### config.mk
export PLATFORM = sky130hd
export DESIGN_NAME = alu_seq_ctrl_flat
export DESIGN_NICKNAME = d
export VERILOG_FILES = /design/src/rtl/alu_seq_ctrl_pkg.sv /design/src/rtl/alu_seq_ctrl_if.sv /design/src/rtl/alu_seq_ctrl_key_sync_edge.sv /design/src/rtl/alu_seq_ctrl.sv /design/src/flat_wrapper.sv
export SDC_FILE = /design/constraint.sdc
export NUM_CORES = 1
export LEC_CHECK = 0
export ABC_AREA = 1
export CORE_ASPECT_RATIO = 0.8
export CORE_MARGIN = 2
export CORE_UTILIZATION = 35
export CTS_BUF_LIST = sky130_fd_sc_hd__clkbuf_16
export CTS_CLUSTER_SIZE = 14
export DETAILED_ROUTE_END_ITERATION = 7
export MAX_ROUTING_LAYER = met4
export PLACE_DENSITY = 0.65
export SYNTH_ARGS = -nofsm -noshare
export SYNTH_HDL_FRONTEND = slang
export SYNTH_SLANG_ARGS = --single-unit
### constraint.sdc
create_clock -name clk -period 2.25 [get_ports clk]
set_clock_uncertainty 0.2 [all_clocks]
set_input_delay 0.45 -clock clk [delete_from_list [all_inputs] [get_ports clk]]
set_output_delay 0.45 -clock clk [all_outputs]
set_load 0.05 [all_outputs]
### src/rtl/alu_seq_ctrl_pkg.sv
// Shared definitions for the ALU operand/command sequencer.
package alu_seq_pkg;

    localparam int WIDTH_DEF = 4;
    localparam int SEL_W_DEF = 3;

    // Sequencer state; the encoding is also exposed on the status LEDs.
    typedef enum logic [2:0] {
        S_A    = 3'd0,
        S_B    = 3'd1,
        S_OP   = 3'd2,
        S_EXEC = 3'd3,
        S_DONE = 3'd4
    } state_t;

    // Bit positions inside the {OF,ZF,CF,SF} flag vector.
    localparam int FLAG_OF = 3;
    localparam int FLAG_ZF = 2;
    localparam int FLAG_CF = 1;
    localparam int FLAG_SF = 0;

endpackage

### src/rtl/alu_seq_ctrl_if.sv
// ALU operand/result bus plus the result valid/ready handshake.
interface alu_seq_ctrl_if
    import alu_seq_pkg::*;
#(
    parameter int WIDTH = WIDTH_DEF,
    parameter int SEL_W = SEL_W_DEF
);
    logic [WIDTH-1:0] alu_a;
    logic [WIDTH-1:0] alu_b;
    logic [SEL_W-1:0] alu_sel;
    logic [WIDTH:0]   alu_out;
    logic [3:0]       alu_flags;
    logic [WIDTH:0]   res_q;
    logic [3:0]       flags_q;
    logic             res_valid;
    logic             res_ready;

    // Sequencer side: drives operands and the held result.
    modport master (
        output alu_a, alu_b, alu_sel, res_q, flags_q, res_valid,
        input  alu_out, alu_flags, res_ready
    );

    // ALU / consumer side.
    modport slave (
        input  alu_a, alu_b, alu_sel, res_q, flags_q, res_valid,
        output alu_out, alu_flags, res_ready
    );
endinterface

### src/rtl/alu_seq_ctrl_key_sync_edge.sv
// Synchronises the raw "next" push-button and emits a one-cycle rising-edge pulse.
module key_sync_edge #(
    parameter int SYNC_STAGES = 2
) (
    input  logic clk,
    input  logic rst,
    input  logic key_in,
    output logic key_pulse
);
    logic [SYNC_STAGES-1:0] sync_p;
    logic                   prev_p;

    // Shift the key level through the synchroniser and keep one delayed copy.
    always_ff @(posedge clk or posedge rst) begin
        if (rst) begin
            sync_p <= '0;
            prev_p <= 1'b0;
        end else begin
            sync_p <= {sync_p[SYNC_STAGES-2:0], key_in};
            prev_p <= sync_p[SYNC_STAGES-1];
        end
    end

    // High only on the first cycle the synchronised level is seen high.
    assign key_pulse = sync_p[SYNC_STAGES-1] & ~prev_p;

endmodule

### src/rtl/alu_seq_ctrl.sv
// Steps the user through loading A, B and the opcode, then captures and holds the ALU result.
module alu_seq_ctrl
    import alu_seq_pkg::*;
#(
    parameter int WIDTH       = WIDTH_DEF,
    parameter int SEL_W       = SEL_W_DEF,
    parameter int SYNC_STAGES = 2
) (
    input  logic              clk,
    input  logic              rst,
    input  logic              key_next,
    input  logic              clr,
    input  logic [WIDTH-1:0]  sw_data,
    input  logic [SEL_W-1:0]  sw_sel,
    output logic [2:0]        stage,
    alu_seq_ctrl_if.master    bus
);
    state_t           state;
    logic             key_pulse;
    logic [WIDTH-1:0] a_q;
    logic [WIDTH-1:0] b_q;
    logic [SEL_W-1:0] sel_q;
    logic [WIDTH:0]   res_r;
    logic [3:0]       flags_r;
    logic             valid_r;

    key_sync_edge #(
        .SYNC_STAGES (SYNC_STAGES)
    ) u_key (
        .clk       (clk),
        .rst       (rst),
        .key_in    (key_next),
        .key_pulse (key_pulse)
    );

    // Sequencer FSM with operand and result registers; clr overrides everything but reset.
    always_ff @(posedge clk or posedge rst) begin
        if (rst) begin
            state   <= S_A;
            a_q     <= '0;
            b_q     <= '0;
            sel_q   <= '0;
            res_r   <= '0;
            flags_r <= '0;
            valid_r <= 1'b0;
        end else if (clr) begin
            // The last captured result is deliberately left visible.
            state   <= S_A;
            a_q     <= '0;
            b_q     <= '0;
            sel_q   <= '0;
            valid_r <= 1'b0;
        end else begin
            case (state)
                S_A: begin
                    if (key_pulse) begin
                        a_q   <= sw_data;
                        state <= S_B;
                    end
                end
                S_B: begin
                    if (key_pulse) begin
                        b_q   <= sw_data;
                        state <= S_OP;
                    end
                end
                S_OP: begin
                    if (key_pulse) begin
                        sel_q <= sw_sel;
                        state <= S_EXEC;
                    end
                end
                S_EXEC: begin
                    // Operands have been stable for this whole cycle, so the ALU output is settled.
                    res_r   <= bus.alu_out;
                    flags_r <= bus.alu_flags;
                    valid_r <= 1'b1;
                    state   <= S_DONE;
                end
                S_DONE: begin
                    // Key presses here are dropped; only the consumer can release the result.
                    if (bus.res_ready) begin
                        valid_r <= 1'b0;
                        state   <= S_A;
                    end
                end
                default: begin
                    state   <= S_A;
                    valid_r <= 1'b0;
                end
            endcase
        end
    end

    assign bus.alu_a     = a_q;
    assign bus.alu_b     = b_q;
    assign bus.alu_sel   = sel_q;
    assign bus.res_q     = res_r;
    assign bus.flags_q   = flags_r;
    assign bus.res_valid = valid_r;
    assign stage         = state;

endmodule
### src/flat_wrapper.sv
// flat-port wrapper written by rule: the top's interface ports become plain ports
module alu_seq_ctrl_flat import alu_seq_pkg::*;
#(
    parameter int WIDTH       = WIDTH_DEF,
    parameter int SEL_W       = SEL_W_DEF,
    parameter int SYNC_STAGES = 2
)
  (clk, rst, key_next, clr, sw_data, sw_sel, stage, bus_alu_a, bus_alu_b, bus_alu_sel, bus_res_q, bus_flags_q, bus_res_valid, bus_alu_out, bus_alu_flags, bus_res_ready);
  alu_seq_ctrl_if #(.WIDTH(WIDTH), .SEL_W(SEL_W)) bus_i ();
  input  logic clk;
  input  logic rst;
  input  logic key_next;
  input  logic clr;
  input  logic [WIDTH-1:0] sw_data;
  input  logic [SEL_W-1:0] sw_sel;
  output logic [2:0] stage;
  output wire logic [$bits(bus_i.alu_a)-1:0] bus_alu_a;
  output wire logic [$bits(bus_i.alu_b)-1:0] bus_alu_b;
  output wire logic [$bits(bus_i.alu_sel)-1:0] bus_alu_sel;
  output wire logic [$bits(bus_i.res_q)-1:0] bus_res_q;
  output wire logic [$bits(bus_i.flags_q)-1:0] bus_flags_q;
  output wire logic [$bits(bus_i.res_valid)-1:0] bus_res_valid;
  input wire logic [$bits(bus_i.alu_out)-1:0] bus_alu_out;
  input wire logic [$bits(bus_i.alu_flags)-1:0] bus_alu_flags;
  input wire logic [$bits(bus_i.res_ready)-1:0] bus_res_ready;
  assign bus_alu_a = bus_i.alu_a;
  assign bus_alu_b = bus_i.alu_b;
  assign bus_alu_sel = bus_i.alu_sel;
  assign bus_res_q = bus_i.res_q;
  assign bus_flags_q = bus_i.flags_q;
  assign bus_res_valid = bus_i.res_valid;
  assign bus_i.alu_out = bus_alu_out;
  assign bus_i.alu_flags = bus_alu_flags;
  assign bus_i.res_ready = bus_res_ready;
  alu_seq_ctrl #(.WIDTH(WIDTH), .SEL_W(SEL_W), .SYNC_STAGES(SYNC_STAGES)) u_core (.clk(clk), .rst(rst), .key_next(key_next), .clr(clr), .sw_data(sw_data), .sw_sel(sw_sel), .stage(stage), .bus(bus_i));
endmodule
* Yosys cells after proc, flatten, opt, wreduce, memory -nomap -nowiden
Index checks and enable logic that the tools add are counted.
Word-level totals: register bits after elaboration 27, input bits 21, output and inout port bits 24, word-level logic and storage cells 50
Operators by class: equal/unequal tests 9, multiplexer cells 17, bitwise logic cells 3, reductions and logical operators 12
Operators by type and width (count):
- 3-bit 2-to-1 mux | 8
- 4-bit 2-to-1 mux | 5
- 3-bit one-hot mux with 5 select lines | 1
- 2-bit AND reduction | 5
- 3-bit by 2-bit != test with 1-bit output (second input constant) | 3
- 2-bit nonzero test | 4
- 3-bit by 2-bit equality test with 1-bit output (second input constant) | 2
- 4-bit AND reduction | 1
- 3-bit by 1-bit equality test with 1-bit output (second input constant) | 1
- 3-bit equality test (second input constant) | 1
- 3-bit logical NOT | 1
- 3-bit != test (second input constant) | 1
- 1-bit one-hot mux with 3 select lines | 1
- 3-bit OR reduction | 1
- 1-bit 2-to-1 mux | 2
- 2-bit by 1-bit != test with 1-bit output (second input constant) | 1
- 1-bit inverter | 2
- 1-bit AND | 1

* Logic depth before layout (Yosys ltp)
Gate-level depths: netlist of the first run.
depth in word-level cells 5, depth in mapped cells 7, mapped depth without buffers 7

* By module
From an unflattened synthesis of the first run, not the netlist that was laid out.
Unflattened totals: cell total of the unflattened synthesis 137, area, all modules 1218.7 um2
Modules (own cells, without submodules):
- alu_seq_ctrl | instances 1, cells each 131, area an instance 1129.8 um2, seq. area each 600.6 um2
- key_sync_edge | instances 1, cells each 6, area an instance 88.8 um2, seq. area each 75.1 um2

* Worst setup path before layout of the first run
Ideal clock, no wire load.
path type register to register, start register u_core.state[0], in the netlist u_core.stage[0], end register u_core.flags_r[0], in the netlist u_core.bus.flags_q[0], setup time 0.119 ns, data arrival time 1.211 ns, data required time 1.931 ns, setup slack 0.720 ns, stages on the path, launching flop included 5, buffers on the path 1, clock period less this slack 1.530 ns, cells stage by stage dfrtp_1 > nand4_2 > buf_6 > nand2_2 > o21ai_2
On the way: cells in the longest elaborated chain, start to end 2
Ends and longest elaborated chain:
- from (decl) | RTL line alu_seq_ctrl.sv:18 | state_t state;
- from (signal assigned) | RTL line alu_seq_ctrl.sv:39 | state <= S_A;
- from (signal assigned) | RTL line alu_seq_ctrl.sv:48 | state <= S_A;
- from (signal assigned) | RTL line alu_seq_ctrl.sv:58 | state <= S_B;
- 3-bit by 2-bit equality test with 1-bit output | RTL line alu_seq_ctrl.sv:54 | case (state)
- 2-bit AND reduction (no line)
- to (signal assigned) | RTL line alu_seq_ctrl.sv:76 | flags_r <= bus.alu_flags;
- to (decl) | RTL line alu_seq_ctrl.sv:24 | logic [3:0] flags_r;
No other way between the ends. A chain may end at the register's enable or synchronous reset.

* Worst setup path in the final report of the first run
start register u_core.flags_r[1], in the netlist u_core.bus.flags_q[1], end output port bus_flags_q[1]
RTL lines:
- to (decl) | RTL line flat_wrapper.sv:21 | output wire logic [$bits(bus_i.flags_q)-1:0] bus_flags_q;
No word-level cell between the ends.

==> impl_results.md, run 1 <==
- Status: completed
- CP arrival: 1.45 ns
- Sequential-to-total area share from yosys stat: 54.33%
- Nets: 208
- Slew HR: 65.99%
- Avg Inst Size Synth: 9.012 um^2
- Delay-heaviest family, CP: buffers and inverters
- Final Hold Vio Count: 0
- Util after Layout: 52.89%
- Synth-to-Final Area Change: 45.57%
- Post-synth top area cell: dfrtp_1
- Fin crit period: 2.098 ns
- Total global routing overflow: 0
- Maximum VDD drop: 655.6 uV
- Syn Inst Count: 138
- Initial DRC count: 60
- Port buffer count: 44
- Post-Syn Nets: 159
- CTS sink cnt: 27
- Max incr delay on CP: 0.81 ns
- Synth top cells by count: nand2_1, dfrtp_1, inv_1, nand2_2, o21ai_2
- Leading post-synthesis cells by cell area: dfrtp_1, nand2_1, o21ai_2
- Number of H-tree levels: 1
- Largest net degree at the start of global routing: 28
- Mapped Area: 1244 um^2
- Resize count post-CTS: 0
- Gr usage total: 14.13%
- Tcrit/Tclk final: 93.26%
- TritonCTS buffer count: 3
- Die X: 70.65 um
- HPWL Detailed: 2017 um
- Post-CTS Setup Bufs: 0
- Crit path max-delay cell type: clkdlybuf4s50_1
- CP Class: reg -> out
- Worst r2r path cells: 5
- Grt met3 use: 3.180%
- Worst-path clk slew: 0.06 ns
- Met2 usage: 23.85%
- Worst Min Path Start: u_core.u_key.sync_p[0]
- Lkg Pwr: 0.9240 nW
- Post-CTS Hold Fix Bufs: 0
- # DRC: 0
- Antenna Cells: 0
- Layout fillers: 324
- CP max FO: 2
- Fmax: 476.5 MHz
- EDFF count, synth: 0
- RR Endpoint: u_core.stage[1]
- Final ANT Viol Nets: 0
- Async set-reset flop share out of synthesis: 100.0%
- Clock root cell: clkbuf_16
- Vias in the first global route: 1,027
- Register-to-register setup slack: 0.89 ns
- Vias/cell: 4.425
- Die footprint: 4049 um^2
- Row cnt: 19
- Gr busiest metal: met2
- CTS tree: yes
- Reg-to-Reg Start: u_core.stage[0]
- Setup crit start: u_core.bus.flags_q[1]
- Top FF cell, synth: dfrtp_1
- 1st-pass router iterations: 4
- Overall power: 1.989 mW
- Hold EP: u_core.u_key.sync_p[1]
- Crit start category: flop
- I/O pin cnt: 45
- Worst hold path depth: 0
- First-pass GRT wire length: 4353 um
- Synth Register Bits: 27
- Share of the synthesized area in the top cell type: 54.33%
- CP Cell Sequence: clkdlybuf4s50_1
- Met1 Resource Use GR: 16.42%
- Cell area power density: 1099 nW/um^2
- Via count: 1,009
- Share of cells above drive strength 1: 21.51%
- Clk_lat worst skew: 0.26 ns
- Initial core utilization: 36.33%
- Buf+Inv Stages, Crit Path: 1
- WP data required: 1.60 ns
- Least-Margin Pin Slew: 0.5085 ns
- Setup TNS: 0 ns
- Final Setup Violations: 0
- Max Transition Viols Final: 0
- Hold/Removal Path Class: reg -> reg
- Yosys warning count: 0
- Final wirelength: 2589 um
- Max-Cap Viols: 0
- Crit end category: primary output
- Initial antenna violation count: 0
- Cell with the most instances after synthesis: nand2_1
- Number of distinct library cells after synthesis: 18
- CORE AREA: 3423 um^2
- Die Span Y: 57.32 um
- Routed length per instance: 11.36 um
- RSZ-0062 raised after global routing: no
- Global placement routability congestion: 0.9477
- Worst-case clock buffer depth: 2
==> how the worst max path moves through the flow <==
stage,to,slack (ns),cells after the start
floorplan,u_core.bus.flags_q[0],0.72,4
global placement,u_core.stage[1],0.36,6
detailed placement,u_core.bus.res_q[1],0.31,6
CTS,bus_flags_q[2],0.15,1
global route,bus_flags_q[1],0.11,1
finish,bus_flags_q[1],0.15,1
==> logic make-up (layout without fill, tap and decap cells) <==
family          after synthesis  count (layout)  share of synthesized area, %
simple gates                 67              67                         25.15
flops                        27              27                         54.33
buf+inv                      25              73                         9.758
compound gates               19              19                         10.76
==> where the power goes <==
group	leakage, nW	switching (mW)	total [mW]	internal, mW
Sequential	0.351	0.0913	0.689	0.598
Clock	0.0409	0.157	0.396	0.239
Combinational	0.532	0.585	0.903	0.318
Total	0.924	0.834	1.99	1.16
==> per-stage QoR <==
step	hold slack [ns]	instances	setup slack, ns	instance area [um^2]
final	0.1637	228	0.1516	1810
after global routing	0.1728	228	0.1145	1810
after CTS	0.1644	228	0.1484	1810
after detailed placement	0.1496	224	0.3147	1730
after global placement	0.1413	224	0.3623	1730
after floorplan	0.1312	138	0.7197	1244
==> metal layers <==
| metal | vias to the layer above | routed length (um) |
|---|---|---|
| li1 | 515 | - |
| met1 | 472 | 1126 |
| met2 | 18 | 1329 |
| met3 | 4 | 85 |
| met4 | 0 | 48 |
| met5 | - | 0 |
==> flip-flops by register name, indices dropped and copies added (netlist names) <==
register              flops
u_core.bus.flags_q        4
u_core.bus.alu_sel        3
u_core.u_key.sync_p       2
u_core.bus.alu_a          4
u_core.u_key.prev_p       1
u_core.bus.res_q          5
u_core.bus.res_valid      1
u_core.stage              3
u_core.bus.alu_b          4
==> cells in the final DEF (no fill, tap or decap) <==
cell / count
buf_4: 5
clkbuf_16: 3
nor2_2: 1
dfrtp_1: 27
nand2_4: 1
nand4_2: 1
o21ai_2: 9
buf_12: 1
nand3_1: 3
clkinv_2: 1
o21ai_0: 3
clkdlybuf4s50_1: 41
inv_6: 1
o21bai_1: 2
inv_2: 4
nand2_1: 39
a21oi_1: 5
nand4_1: 1
nand3_2: 1
nand2_2: 12
inv_1: 17
nor2_1: 8
==> final cells by class <==
type                            instances  area [um^2]  share of cell area, %
Sequential cell                        27        675.6                  37.32
Timing Repair Buffer                   47        467.9                  25.85
Multi-Input combinational cell         86        446.7                  24.67
Inverter                               22        87.58                  4.838
Clock buffer                            3        75.07                  4.147
Tap cell                               42        52.55                  2.903
Clock inverter                          1        5.005                 0.2764
Power figures use the tool's default switching activity.
==> run 2, diff against run 1 <==
--- a/config.mk
+++ b/config.mk
@@ -8,12 +8,13 @@
 export ABC_AREA = 1
 export CORE_ASPECT_RATIO = 0.8
 export CORE_MARGIN = 2
-export CORE_UTILIZATION = 35
+export CORE_UTILIZATION = 42
 export CTS_BUF_LIST = sky130_fd_sc_hd__clkbuf_16
-export CTS_CLUSTER_SIZE = 14
+export CTS_CLUSTER_SIZE = 16
 export DETAILED_ROUTE_END_ITERATION = 7
 export MAX_ROUTING_LAYER = met4
-export PLACE_DENSITY = 0.65
+export PLACE_DENSITY = 0.76
+export SLEW_MARGIN = 20
 export SYNTH_ARGS = -nofsm -noshare
 export SYNTH_HDL_FRONTEND = slang
 export SYNTH_SLANG_ARGS = --single-unit
==> run 2 against run 1 <==
  * Flip-flop and latch count unchanged
  * First-iteration DRC count down 6.7%
  * Critical endpoint is now bus_res_q[4]
  * Worst setup slack worse by 0.0055 ns
  * Global-route usage up 5.0 points
  * Critical path type unchanged
==> impl_results.md, run 2 (synthesis results as in run 1) <==
- Status: completed
- Comb pwr share: 45.6% (+0.2 points)
- Synth-to-Final Area Change: 44.06%
- Pint: 1.151 mW (-0.35%)
- Number of H-tree levels: 1 (unchanged)
- Placed cell areas: 1713 um^2 (-1.0%)
- Largest net degree at the start of global routing: 28 (unchanged)
- Switching pwr: 839.0 uW (+0.65%)
- Hold/Removal Path Class: reg -> reg
- Via count: 1,033 (+2.4%)
- HPWL Detailed: 2089 um (+3.6%)
- Final Setup Violations: 0 (unchanged)
- Lkg Pwr: 0.9190 nW (-0.54%)
- CTS tree: yes
- CTS sink cnt: 27 (unchanged)
- Least-Margin Pin Slew: 0.5134 ns (+0.004873 ns)
- 1st-pass router iterations: 5 (+1)
- Worst-case clock buffer depth: 2 (unchanged)
- Global placement routability congestion: 0.7534 (-21%)
- Delay-heaviest family, CP: buffers and inverters
- Clock root cell: clkbuf_16
- CP Class: reg -> out
- Final wirelength: 2720 um (+5.1%)
- Clock group share of total power: 19.8% (about the same)
- Max reg flops: 5 (unchanged)
- Register-to-register setup slack: 0.88 ns (about the same)
- Share of cells above drive strength 1: 20.97% (-0.54 points)
- # DRC: 0 (unchanged)
- Die footprint: 3415 um^2 (-16%)
- Initial DRC count: 56 (-6.7%)
- Port buffer count: 44 (unchanged)
- Fin crit period: 2.104 ns (+0.005485 ns)
- Crit path max-delay cell type: clkdlybuf4s50_1
- Crit end category: primary output
- Buf+Inv Stages, Crit Path: 1 (unchanged)
- First-pass GRT wire length: 4809 um (+10%)
- Post-CTS Hold Fix Bufs: 0 (unchanged)
- Total global routing overflow: 0 (unchanged)
- Antenna Cells: 0 (unchanged)
- CORE AREA: 2786 um^2 (-19%)
- Die Span Y: 52.67 um (-8.1%)
- Row cnt: 17 (-2)
- Sw frac: 42.16% (+0.24 points)
- Fin area: 1792 um^2 (-1.0%)
- CP Cell Sequence: clkdlybuf4s50_1
- Fmax: 475.3 MHz (-0.26%)
- RSZ-0062 raised after global routing: no
- Reg power frac: 34.6% (about the same)
- Worst-path clk slew: 0.07 ns (about the same)
- Initial antenna violation count: 0 (unchanged)
- Vias/cell: 4.612 (+4.2%)
- Commonest non-fill, non-tap cell in the layout: clkdlybuf4s50_1
- Nets: 208 (unchanged)
- Max-Cap Viols: 0 (unchanged)
- Layout fillers: 225 (-31%)
- WP data required: 1.60 ns (about the same)
- TritonCTS buffer count: 3 (unchanged)
- Clk_lat worst skew: 0.26 ns (about the same)
- Routed length per instance: 12.14 um (+6.9%)
- Initial core utilization: 44.63% (+8.3 points)
- Die X: 64.84 um (-8.2%)
- Tcrit/Tclk final: 93.51% (+0.24 points)
- I/O pin cnt: 45 (unchanged)
- Post-CTS Setup Bufs: 0 (unchanged)
- Most frequent cells in the layout: clkdlybuf4s50_1, nand2_1, dfrtp_1
- Maximum VDD drop: 591.8 uV (-9.7%)
- CP max FO: 2 (unchanged)
- Crit start category: flop
- Vias in the first global route: 1,102 (+7.3%)
- Cell area power density: 1111 nW/um^2 (+1.1%)
- Final ANT Viol Nets: 0 (unchanged)
- Storage cell area: 675.6 um^2 (unchanged)
- Setup TNS: 0 ns (unchanged)
- Slew HR: 65.67% (-0.33 points)
- Resize count post-CTS: 0 (unchanged)
- Max incr delay on CP: 0.81 ns (about the same)
- CP arrival: 1.45 ns (about the same)
- Multi-input gate area: 446.7 um^2 (unchanged)
- Max Transition Viols Final: 0 (unchanged)
- Final Hold Vio Count: 0 (unchanged)
- Gr usage total: 19.16% (+5.0 points)
[run 2: cell count changes in the layout (fill, tap and decap cells not counted)]
cell and change:
inv_1 +1, clkinv_2 -1, buf_12 -1, buf_4 +1
[run 2: path summary, 6_finish.rpt]
kind | depth (start not counted) | end | startpoint
min reg2reg | 0 | u_core.u_key.sync_p[1] | u_core.u_key.sync_p[0]
max reg2reg | 5 | u_core.bus.flags_q[0] | u_core.stage[2]
min | 0 | u_core.u_key.sync_p[1] | u_core.u_key.sync_p[0]
min in group asynchronous | 3 | u_core.bus.res_q[3] | rst
max in group asynchronous | 3 | u_core.bus.alu_b[1] | rst
max | 1 | bus_res_q[4] | u_core.bus.res_q[4]
[run 2: cell type report]
class	instances	area share (%)
Clock buffer	3	4.190
Clock inverter	1	0.2095
Inverter	22	4.888
Multi-Input combinational cell	86	24.93
Sequential cell	27	37.71
Tap cell	38	2.654
Timing Repair Buffer	47	25.42
[run 2: power groups by stage]
stage	clock network (mW)	registers [mW]	logic, mW
2_1_floorplan	0	1.07	0.225
3_3_place_gp	0	0.691	0.894
3_5_place_dp	0	0.696	0.914
4_1_cts	0.403	0.691	0.915
5_1_grt	0.422	0.705	0.964
6_report	0.395	0.688	0.907
[run 2: metal layers]
| layer | part of all wire [%] | track usage (%) | routed length, um |
|---|---|---|---|
| met4 | 1.4 | 6.383 | 38 |
| met5 | 0 | - | 0 |
| met3 | 4.4 | 6.237 | 121 |
| met1 | 45 | 21.00 | 1222 |
| met2 | 49 | 33.33 | 1338 |
[run 2: through the flow]
stage	setup WS [ns]	power [mW]	std cells	utilization [%]	hold slack (ns)
finish	0.1461	1.990	224	64.30	0.1627
global route	0.09693	2.090	224	64.30	0.1650
CTS	0.1335	2.010	224	64.30	0.1664
detailed placement	0.2482	1.611	220	61.47	0.1522
global placement	0.2987	1.586	220	61.47	0.1355
floorplan	0.7197	1.298	138	-	0.1312
[run 2: worst reg2reg max path: stages (launching register included)]
cell and delay [ns]:
dfrtp_1 0.45, inv_1 0.11, nand4_2 0.07, buf_4 0.30, nand2_2 0.09, o21ai_2 0.07
==> run 3, diff against run 2 <==
--- a/config.mk
+++ b/config.mk
@@ -6,14 +6,15 @@
 export NUM_CORES = 1
 export LEC_CHECK = 0
 export ABC_AREA = 1
-export CORE_ASPECT_RATIO = 0.8
+export ABC_CLOCK_PERIOD_IN_PS = 2250
+export CORE_ASPECT_RATIO = 0.6
 export CORE_MARGIN = 2
-export CORE_UTILIZATION = 42
+export CORE_UTILIZATION = 47
 export CTS_BUF_LIST = sky130_fd_sc_hd__clkbuf_16
 export CTS_CLUSTER_SIZE = 16
 export DETAILED_ROUTE_END_ITERATION = 7
 export MAX_ROUTING_LAYER = met4
-export PLACE_DENSITY = 0.76
+export PLACE_DENSITY = 0.84
 export SLEW_MARGIN = 20
 export SYNTH_ARGS = -nofsm -noshare
 export SYNTH_HDL_FRONTEND = slang
==> run 3 against run 2 <==
  * Total power is 0.59% higher
  * Register-to-register slack worse by 0.05 ns
  * Flip-flop and latch count stayed put
  * Critical path type unchanged
  * Critical endpoint is now stage[2]
==> impl_results.md, run 3 (synthesis results as in run 1) <==
- Status: completed
- Final Hold Vio Count: 0 (unchanged)
- HPWL Detailed: 1971 um (-5.7%)
- Worst-path clk slew: 0.06 ns (about the same)
- Buf+Inv Stages, Crit Path: 1 (unchanged)
- Sw frac: 42.39% (+0.23 points)
- Layout fillers: 206 (-8.4%)
- Commonest non-fill, non-tap cell in the layout: clkdlybuf4s50_1
- Crit start category: flop
- Critical path depth: 1 (unchanged)
- WP data required: 1.60 ns (about the same)
- Critical Path End: stage[2]
- Die footprint: 3087 um^2 (-9.6%)
- Hold/Removal Path Class: reg -> reg
- Vias in the first global route: 1,002 (-9.1%)
- Largest net degree at the start of global routing: 28 (unchanged)
- Worst r2r path cells: 4 (-1)
- Least-Margin Pin Slew: 0.5288 ns (+0.01540 ns)
- Final wirelength: 2720 um (unchanged)
- Register-to-register setup slack: 0.83 ns (-0.05 ns)
- Global placement routability congestion: 0.8078 (+7.2%)
- Row cnt: 14 (-3)
- Max reg flops: 5 (unchanged)
- Clk_lat worst skew: 0.26 ns (about the same)
- Total global routing overflow: 0 (unchanged)
- Clock group share of total power: 19.9% (about the same)
- Routed length per instance: 12.48 um (+2.8%)
- Share of cells above drive strength 1: 20.97% (unchanged)
- Setup TNS: 0 ns (unchanged)
- TritonCTS buffer count: 3 (unchanged)
- Reg-to-Reg Start: u_core.stage[0]
- Initial antenna violation count: 0 (unchanged)
- Storage cell area: 675.6 um^2 (unchanged)
- Die Span Y: 43.85 um (-17%)
- Fin crit period: 2.195 ns (+0.09064 ns)
- Initial core utilization: 49.65% (+5.0 points)
- Fmax: 455.7 MHz (-4.1%)
- Placed cell areas: 1708 um^2 (-0.29%)
- Die X: 70.41 um (+8.6%)
- Max incr delay on CP: 0.84 ns (+0.03 ns)
- CP Cell Sequence: clkdlybuf4s50_1
- Worst Min Path Start: u_core.u_key.sync_p[0]
- Slew HR: 64.64% (-1.0 points)
- # DRC: 0 (unchanged)
- 1st-pass router iterations: 4 (-1)
- CP Class: reg -> out
- Post-CTS Setup Bufs: 0 (unchanged)
- CP max FO: 6 (+4)
- Switching pwr: 848.6 uW (+1.1%)
- Post-CTS Hold Fix Bufs: 0 (unchanged)
- Fin area: 1788 um^2 (-0.21%)
- Most frequent cells in the layout: clkdlybuf4s50_1, nand2_1, dfrtp_1
- CTS tree: yes
- Initial DRC count: 47 (-16%)
- Tcrit/Tclk final: 97.54% (+4.0 points)
- CP arrival: 1.54 ns (+0.09 ns)
- Port buffer count: 44 (unchanged)
- Delay-heaviest family, CP: buffers and inverters
- Vias/cell: 4.794 (+3.9%)
- Antenna Cells: 0 (unchanged)
- RSZ-0062 raised after global routing: no
- Crit end category: primary output
- Cell area power density: 1120 nW/um^2 (+0.80%)
- Multi-input gate area: 446.7 um^2 (unchanged)
- Gr usage total: 20.46% (+1.3 points)
- Lkg Pwr: 0.9155 nW (-0.37%)
- Worst-case clock buffer depth: 2 (unchanged)
- Comb pwr share: 45.7% (about the same)
- CTS sink cnt: 27 (unchanged)
- Number of H-tree levels: 1 (unchanged)
- Reg power frac: 34.5% (about the same)
- Pint: 1.153 mW (+0.19%)
- Nets: 208 (unchanged)
- Final ANT Viol Nets: 0 (unchanged)
- Setup crit start: u_core.stage[2]
- RR Endpoint: u_core.bus.alu_sel[1]
- Maximum VDD drop: 581.6 uV (-1.7%)
- Clock root cell: clkbuf_16
- CORE AREA: 2505 um^2 (-10%)
- Resize count post-CTS: 0 (unchanged)
- Crit path max-delay cell type: clkdlybuf4s50_1
- Synth-to-Final Area Change: 43.76%
- First-pass GRT wire length: 4623 um (-3.9%)
- Final Setup Violations: 0 (unchanged)
- Via count: 1,045 (+1.2%)
- Overall power: 2.002 mW (+0.59%)
- I/O pin cnt: 45 (unchanged)
- Max-Cap Viols: 0 (unchanged)
- Max Transition Viols Final: 0 (unchanged)
## run 3: cell count changes in the layout (fill, tap and decap cells not counted), sizes merged
cell	previous run	this run
buf	6	5
inv	23	22
clkdlybuf4s50	41	42
clkinv	0	1
## run 3: worst min-delay path by stage
| stage | to | slack, ns | cells past startpoint |
|---|---|---|---|
| CTS | u_core.u_key.sync_p[1] | 0.15 | 0 |
| global route | u_core.u_key.sync_p[1] | 0.17 | 0 |
| finish | u_core.u_key.sync_p[1] | 0.15 | 0 |
| detailed placement | u_core.u_key.sync_p[1] | 0.14 | 0 |
| floorplan | u_core.u_key.sync_p[1] | 0.13 | 0 |
| global placement | u_core.u_key.sync_p[1] | 0.14 | 0 |
## run 3: area by class of cell
class                           count  share of cell area (%)
Sequential cell                    27                   37.79
Timing Repair Buffer               47                   25.61
Multi-Input combinational cell     86                   24.98
Inverter                           22                   4.899
Clock buffer                        3                   4.199
Tap cell                           32                   2.239
Clock inverter                      1                  0.2799
## run 3: routing by layer
metal | vias up | global-route usage, % | part of all wire [%]
li1 | 518 | - | -
met1 | 496 | 23.99 | 45
met2 | 29 | 34.53 | 49
met3 | 2 | 6.279 | 5.5
met4 | 0 | 6.154 | 0.81
met5 | - | - | 0
## run 3: power groups by stage
stage / logic [mW] / clock network [mW] / registers, mW
after global routing: 0.964 / 0.434 / 0.705
after CTS: 0.921 / 0.406 / 0.691
after detailed placement: 0.912 / 0 / 0.695
after floorplan: 0.225 / 0 / 1.07
after global placement: 0.895 / 0 / 0.688
final: 0.914 / 0.398 / 0.690
## run 3: through the flow
step	utilization [%]	cells	hold WS (ns)	worst slack, ns
global route	71.38	218	0.1716	0.001768
detailed placement	68.18	214	0.1379	0.2648
global placement	68.18	214	0.1368	0.2952
CTS	71.38	218	0.1533	0.05701
floorplan	-	138	0.1312	0.7197
finish	71.38	218	0.1517	0.05543
